[src/rtl/lxr_ejtag_pkg.sv]
// Shared definitions for the EJTAG four-phase handshake transmitter:
// FSM state encoding and default sizing constants.
package lxr_ejtag_pkg;

  typedef enum logic [1:0] {
    StIdle   = 2'd0,
    StWaitHi = 2'd1,
    StWaitLo = 2'd2
  } hs_state_e;

  localparam int unsigned DefDataW = 32;
  localparam int unsigned DefToCyc = 255;

endpackage

[src/rtl/ejtag_ack_sync.sv]
// Two-flop synchronizer bringing the far-domain acknowledge into the local clock domain.
module ejtag_ack_sync (
  input  logic i_clk,
  input  logic i_rst,
  input  logic i_ack,
  output logic o_ack_s
);

  logic r_meta;
  logic r_sync;

  always_ff @(posedge i_clk) begin
    if (i_rst) begin
      r_meta <= 1'b0;
      r_sync <= 1'b0;
    end else begin
      r_meta <= i_ack;
      r_sync <= r_meta;
    end
  end

  assign o_ack_s = r_sync;

endmodule

[src/rtl/ejtag_hs_tx.sv]
// Four-phase REQ/ACK transmitter handing one DATA_W word at a time to an asynchronous domain.
// Optional ACK timeout is compiled in with EJTAG_HS_TX_TIMEOUT_EN.
module ejtag_hs_tx
  import lxr_ejtag_pkg::*;
#(
  parameter int unsigned DATA_W = DefDataW,
  parameter int unsigned TO_CYC = DefToCyc
) (
  input  logic              CLK,
  input  logic              RESET,
  input  logic              SEND_VALID,
  input  logic [DATA_W-1:0] SEND_DATA,
  output logic              SEND_READY,
  output logic              XFER_REQ,
  output logic [DATA_W-1:0] XFER_DATA,
  input  logic              XFER_ACK,
  output logic              DONE,
  output logic              ERR
);

  hs_state_e         r_state, w_state_d;
  logic [DATA_W-1:0] r_data, w_data_d;
  logic              r_req;
  logic              r_done, w_done_d;
  logic              w_ack_s;
  logic              w_ready;

  ejtag_ack_sync u_ack_sync (
    .i_clk   (CLK),
    .i_rst   (RESET),
    .i_ack   (XFER_ACK),
    .o_ack_s (w_ack_s)
  );

  // A stale ACK from a previous (possibly reset-aborted) transfer blocks new accepts.
  assign w_ready = (r_state == StIdle) && !w_ack_s;

`ifdef EJTAG_HS_TX_TIMEOUT_EN
  localparam int unsigned CntW = (TO_CYC < 2) ? 1 : $clog2(TO_CYC + 1);

  logic [CntW-1:0] r_cnt, w_cnt_d;
  logic            r_to, w_to_d;
  logic            r_err, w_err_d;
`endif

  always_comb begin
    w_state_d = r_state;
    w_data_d  = r_data;
    w_done_d  = 1'b0;
`ifdef EJTAG_HS_TX_TIMEOUT_EN
    w_cnt_d   = r_cnt;
    w_to_d    = r_to;
    w_err_d   = 1'b0;
`endif
    unique case (r_state)
      StIdle: begin
        if (SEND_VALID && w_ready) begin
          w_state_d = StWaitHi;
          w_data_d  = SEND_DATA;
`ifdef EJTAG_HS_TX_TIMEOUT_EN
          w_cnt_d   = '0;
          w_to_d    = 1'b0;
`endif
        end
      end
      StWaitHi: begin
        if (w_ack_s) begin
          w_state_d = StWaitLo;
`ifdef EJTAG_HS_TX_TIMEOUT_EN
        end else if (r_cnt == CntW'(TO_CYC - 1)) begin
          w_state_d = StWaitLo;
          w_err_d   = 1'b1;
          w_to_d    = 1'b1;
          w_cnt_d   = r_cnt + CntW'(1);
        end else begin
          w_cnt_d   = r_cnt + CntW'(1);
`endif
        end
      end
      StWaitLo: begin
        if (!w_ack_s) begin
          w_state_d = StIdle;
`ifdef EJTAG_HS_TX_TIMEOUT_EN
          w_done_d  = !r_to;
`else
          w_done_d  = 1'b1;
`endif
        end
      end
      default: w_state_d = StIdle;
    endcase
  end

  always_ff @(posedge CLK) begin
    if (RESET) begin
      r_state <= StIdle;
      r_data  <= '0;
      r_req   <= 1'b0;
      r_done  <= 1'b0;
    end else begin
      r_state <= w_state_d;
      r_data  <= w_data_d;
      r_req   <= (w_state_d == StWaitHi);
      r_done  <= w_done_d;
    end
  end

`ifdef EJTAG_HS_TX_TIMEOUT_EN
  always_ff @(posedge CLK) begin
    if (RESET) begin
      r_cnt <= '0;
      r_to  <= 1'b0;
      r_err <= 1'b0;
    end else begin
      r_cnt <= w_cnt_d;
      r_to  <= w_to_d;
      r_err <= w_err_d;
    end
  end

  assign ERR = r_err;
`else
  // Always 0; TO_CYC is referenced only so the parameter is not flagged as unused.
  assign ERR = 1'b0 & (TO_CYC == 0);
`endif

  assign SEND_READY = w_ready;
  assign XFER_REQ   = r_req;
  assign XFER_DATA  = r_data;
  assign DONE       = r_done;

endmodule

[config.mk]
export PLATFORM = sky130hd
export DESIGN_NAME = ejtag_hs_tx
export DESIGN_NICKNAME = d
export VERILOG_FILES = /design/src/rtl/lxr_ejtag_pkg.sv /design/src/rtl/ejtag_ack_sync.sv /design/src/rtl/ejtag_hs_tx.sv
export SDC_FILE = /design/constraint.sdc
export NUM_CORES = 1
export LEC_CHECK = 0
export CAP_MARGIN = 20
export CELL_PAD_IN_SITES_DETAIL_PLACEMENT = 1
export CELL_PAD_IN_SITES_GLOBAL_PLACEMENT = 1
export CORE_MARGIN = 2
export CORE_UTILIZATION = 28
export DETAILED_ROUTE_END_ITERATION = 7
export HOLD_SLACK_MARGIN = 0.1
export PLACE_DENSITY = 0.74
export SLEW_MARGIN = 20
export SYNTH_ARGS = -nofsm -noshare
export SYNTH_HDL_FRONTEND = slang
export SYNTH_SLANG_ARGS = --single-unit
export TNS_END_PERCENT = 100
[constraint.sdc]
create_clock -name CLK -period 1.2 [get_ports CLK]
set_input_delay 0.12 -clock CLK [delete_from_list [all_inputs] [get_ports CLK]]
set_output_delay 0.12 -clock CLK [all_outputs]
set_load 0.02 [all_outputs]
==> After elaboration in Yosys (flattened, before gate mapping) <==
Cells that the tools add are included.
{ "word_totals": {"ramBits": 0, "elab_cells": 21, "latch_bits": 0, "regBits": 38, "memories": 0, "output_inout_bits": 36, "in_bits": 36, "romBits": 0} }
{ "classes": {"mul": 0, "add_sub_neg": 0, "n_reduce_logical": 6, "shift": 0, "n_div": 0, "n_bitwise": 1, "eq_ne": 3, "n_lt_le_gt_ge": 0, "n_mux": 5} }
{ "ops": {"columns": ["operator", "n"], "rows": [
  ["2-bit two-way mux", 3],
  ["2-bit case mux with 3 select lines", 1],
  ["2-bit by 1-bit equality test with 1-bit output (second input constant)", 2],
  ["2-bit equality test (second input constant)", 1],
  ["1-bit logical AND", 2],
  ["2-bit logical NOT", 1],
  ["2-bit AND reduction", 1],
  ["2-bit OR reduction", 1],
  ["1-bit logical NOT", 1],
  ["1-bit two-way mux", 1],
  ["1-bit inverter", 1]
]} }

==> Longest topological paths before layout <==
{ "logic_depth": {"depth_word": 6, "depth_mapped": 3} }

==> Modules after synthesis <==
A second synthesis with hierarchy kept.
{ "hier_totals": {"hier_cells": 156, "hier_area_um2": 1640.3} }
{ "modules_own_cells": {"columns": ["mod", "area_per_inst_um2", "cells_each", "instances"], "rows": [
  ["ejtag_hs_tx", 1587.8, 152, 1],
  ["ejtag_ack_sync", 52.6, 4, 1]
]} }

==> Worst setup path after synthesis <==
Ideal clock, no wire load.
{ "synth_path": {"path_type": "reg2reg", "startpoint": "register u_ack_sync.r_sync (netlist: u_ack_sync.o_ack_s)", "endpoint": "register r_data[0] (netlist: XFER_DATA[0])", "required_ns": 1.128, "setup_time_ns": 0.072, "setup_slack_ns": -0.054, "path_stages_with_launch": 4, "t_arrival_ns": 1.182, "path_cell_list": "dfxtp_1 nor4b_4 buf_6 mux2i_1"} }
{ "synth_between": {"elab_chain_len": 4} }
{ "synth_lines": {"columns": ["item", "line_no", "rtl"], "rows": [
  ["start, declared", "ejtag_ack_sync.sv:10", "logic r_sync;"],
  ["start signal, assigned", "ejtag_ack_sync.sv:18", "r_sync <= r_meta;"],
  ["1-bit logical NOT", null, null],
  ["1-bit logical AND", "ejtag_hs_tx.sv:36", "assign w_ready = (r_state == StIdle) && !w_ack_s;"],
  ["1-bit logical AND", "ejtag_hs_tx.sv:57", "if (SEND_VALID && w_ready) begin"],
  ["2-bit AND reduction (no source line)", null, null],
  ["end signal, assigned", "ejtag_hs_tx.sv:102", "r_data <= w_data_d;"],
  ["end, declared", "ejtag_hs_tx.sv:22", "logic [DATA_W-1:0] r_data, w_data_d;"]
]} }
No other way between the ends.
A chain may end at the register's enable or synchronous reset.

==> Worst setup path after layout <==
{ "layout_path": {"startpoint": "register u_ack_sync.r_sync (netlist: u_ack_sync.o_ack_s)", "endpoint": "register r_data[31] (netlist: XFER_DATA[31])"} }
Same word-level chain as after synthesis.

==> results.md <==
* VDD IR max at 0.501 mV
* Final hold violations at 0
* Primary FF master, synth: dfxtp_1
* Core Region at 5570 um^2
* Via density per instance at 4.26
* RSZ-0062 raised after global routing: true
* Hold buffers post-CTS at 0
* Crit end category: flip-flop
* Final period util at 1.09
* DRC marker count from the first detailed-route iteration at 27
* Die Span X at 80.5 um
* Share of the synthesized area in the top cell type at 0.464
* DP Wirelength at 2550 um
* Critical Path RT at 1.41 ns
* R2R Setup Slk at -0.11 ns
* Final Total Pwr at 2.82 mW
* Status: finished with violations
* Synth-to-layout area growth at 53.9%
* Crit path max fanout at 16
* Synthesized area at 1640 um^2
* Fin nets at 268
* Max-Cap Viols at 0
* Synth area leader: dfxtp_1
* Sequential area share after synthesis at 0.464
* Fin. max-slew vios at 0
* Post-DP Area at 2440 um^2
* Failing checks: negative setup slack
* HP Start: RESET
* Pin count of the biggest net entering global routing at 71
* Number of buffers created by CTS at 5
* First-pass GRT wire length at 6080 um
* Reg2reg path depth at 5
* CTS H-tree depth at 2
* Max Root-Sink Buffers at 2
* Post-route ant nets at 0
* Worst EP arrival at 1.52 ns
* Worst setup margin at -0.106 ns
* Number of port buffers at 70
* Initial Util at 0.294
* Most common cell in the netlist: nand2b_1
* CTS root buffer: clkbuf_8
* Post-synth ARST share at 0
* Worst Hold End: r_state[1]
* Overflow after GRT at 0
* Clock transition at path regs at 0.07 ns
* Io pins at 72
* DR pass1 iterations at 4
* Post-Syn Nets at 192
* Gate Count Post-Synth at 156
* Placer Congestion at 0.613
* Layout cell share with drive strength beyond 1 at 0.0991
* Critical path class: reg2reg
* Filler-free cell count of the finished design at 304
* Post-synth top cells: 64 x nand2b_1, 38 x dfxtp_1, 32 x mux2i_1
* Total track usage at 0.122
* Final setup fails at 32
* CTS tree: done
* Wire length per cell at 13.0 um
* Hold Crit Depth at 3
* Die H at 80.5 um
* Tmin final at 1.31 ns
* Vias at 1,296
* Worst-skew pair later-pin latency at 0.28 ns
* PwrDens at 1120 nW/um^2
* Leakage at 1.11 nW
* Detailed Route WL at 3960 um
* Crit path from: u_ack_sync.o_ack_s
* Fillers at 647
* Top post-synthesis cells by area: dfxtp_1 46%, nand2b_1 24%, mux2i_1 20%
* Diode count at 0
* Dpl cells at 294
* DRC errors left at 0
* Post-synth EDFFs at 0
* HP Class: in2reg
* Final setup skew at 0.00153 ns
* Warnings from Yosys at 0
* Design area at 2520 um^2
* Sink Count at 38
* Max Freq at 766 MHz
* Crit Reg-Reg Endpoint: XFER_DATA[31]
* Smallest hold slack at 0.303 ns
* Mapped Avg Cell Area at 10.5 um^2
* Core Rows at 27
* Yosys reg bits at 38
* Critical path launch point type: flip-flop
* Initial antenna violation count at 0
* Distinct cells, synth at 15
* Die area at 6490 um^2
* Vias in the first global route at 1,350
* FF-to-FF Start: u_ack_sync.o_ack_s
[flip-flops by register name, indices dropped and copies added, names as in the netlist]
register / flops
XFER_DATA: 32
r_state: 2
DONE: 1
XFER_REQ: 1
u_ack_sync.o_ack_s: 1
u_ack_sync.r_meta: 1
[layout by cell type (no fill, tap or decap)]
| master | n |
|---|---|
| clkbuf_1 | 2 |
| clkdlybuf4s50_1 | 34 |
| clkbuf_16 | 1 |
| nor4b_4 | 1 |
| buf_6 | 3 |
| dfxtp_1 | 35 |
| mux2i_2 | 1 |
| nor4b_1 | 1 |
| dfxtp_2 | 3 |
| buf_4 | 4 |
| nor4_1 | 2 |
| nor3_1 | 1 |
| clkbuf_2 | 1 |
| dlygate4sd2_1 | 34 |
| clkbuf_8 | 5 |
| nand2b_1 | 64 |
| buf_2 | 1 |
| mux2i_1 | 31 |
| buf_12 | 2 |
| nor3b_2 | 1 |
| xnor2_1 | 1 |
| nor2_1 | 1 |
| conb_1 | 1 |
| nor2b_1 | 2 |
[area by class of cell]
type                       count  area, um^2  share of cell area
timing repair buffer          80         777               0.308
clock buffer                   7        76.3              0.0302
sequential                    38         764               0.303
tap                           72        90.1              0.0357
multi-input combinational    107         816               0.323
[stage by stage]
| stage | setup WS, ns | setup TNS (ns) | utilization |
|---|---|---|---|
| after floorplan | -0.0350 | -1.05 | - |
| after global placement | -0.217 | -6.48 | 0.437 |
| after detailed placement | -0.287 | -8.32 | 0.437 |
| after CTS | -0.133 | -3.45 | 0.443 |
| after global routing | -0.153 | -4.26 | 0.453 |
| final | -0.106 | -2.66 | 0.453 |
[critical path, cell delays in order (launching register included)]
cell and delay, ns:
dfxtp_2 0.32, buf_6 0.11, nor4b_4 0.25, buf_6 0.17, buf_12 0.18, mux2i_1 0.20
[layer usage]
| metal | track usage | up-vias | share of wire |
|---|---|---|---|
| met5 | 0 | - | 0 |
| met4 | 0.0559 | 0 | 0.016 |
| met3 | 0.0337 | 7 | 0.054 |
| met2 | 0.211 | 42 | 0.47 |
| met1 | 0.138 | 596 | 0.46 |
| li1 | - | 651 | - |
[power by group]
group	internal (mW)	switching, mW	leakage (nW)	total [mW]
registers	1.34	0.0429	0.313	1.39
logic	0.336	0.282	0.754	0.618
clock network	0.400	0.411	0.0383	0.810
[cell families after synthesis]
kind of cell / after synthesis / synth area share
DFF: 38 / 0.464
buffers and inverters: 11 / 0.0412
other: 1 / 0.00229
muxes: 32 / 0.195
and+or+nand+nor: 73 / 0.292
xor gates and xnor gates: 1 / 0.00534
[how the worst max path moves through the flow]
stage	endpoint	cells after the start	slack [ns]
after global routing	XFER_DATA[24]	5	-0.15
final	XFER_DATA[31]	5	-0.11
after floorplan	XFER_DATA[0]	3	-0.04
after detailed placement	XFER_DATA[31]	4	-0.29
after CTS	XFER_DATA[22]	4	-0.13
after global placement	XFER_DATA[23]	4	-0.22
[timing repair]
item | in CTS | in global routing
cloned | 0 | 2
endpoints found under the setup margin | 67 | 32
gates resized for setup | 39 | 7
setup buffers | 0 | 1
pin swaps | 0 | 1
(Power assumes the default switching activity.)
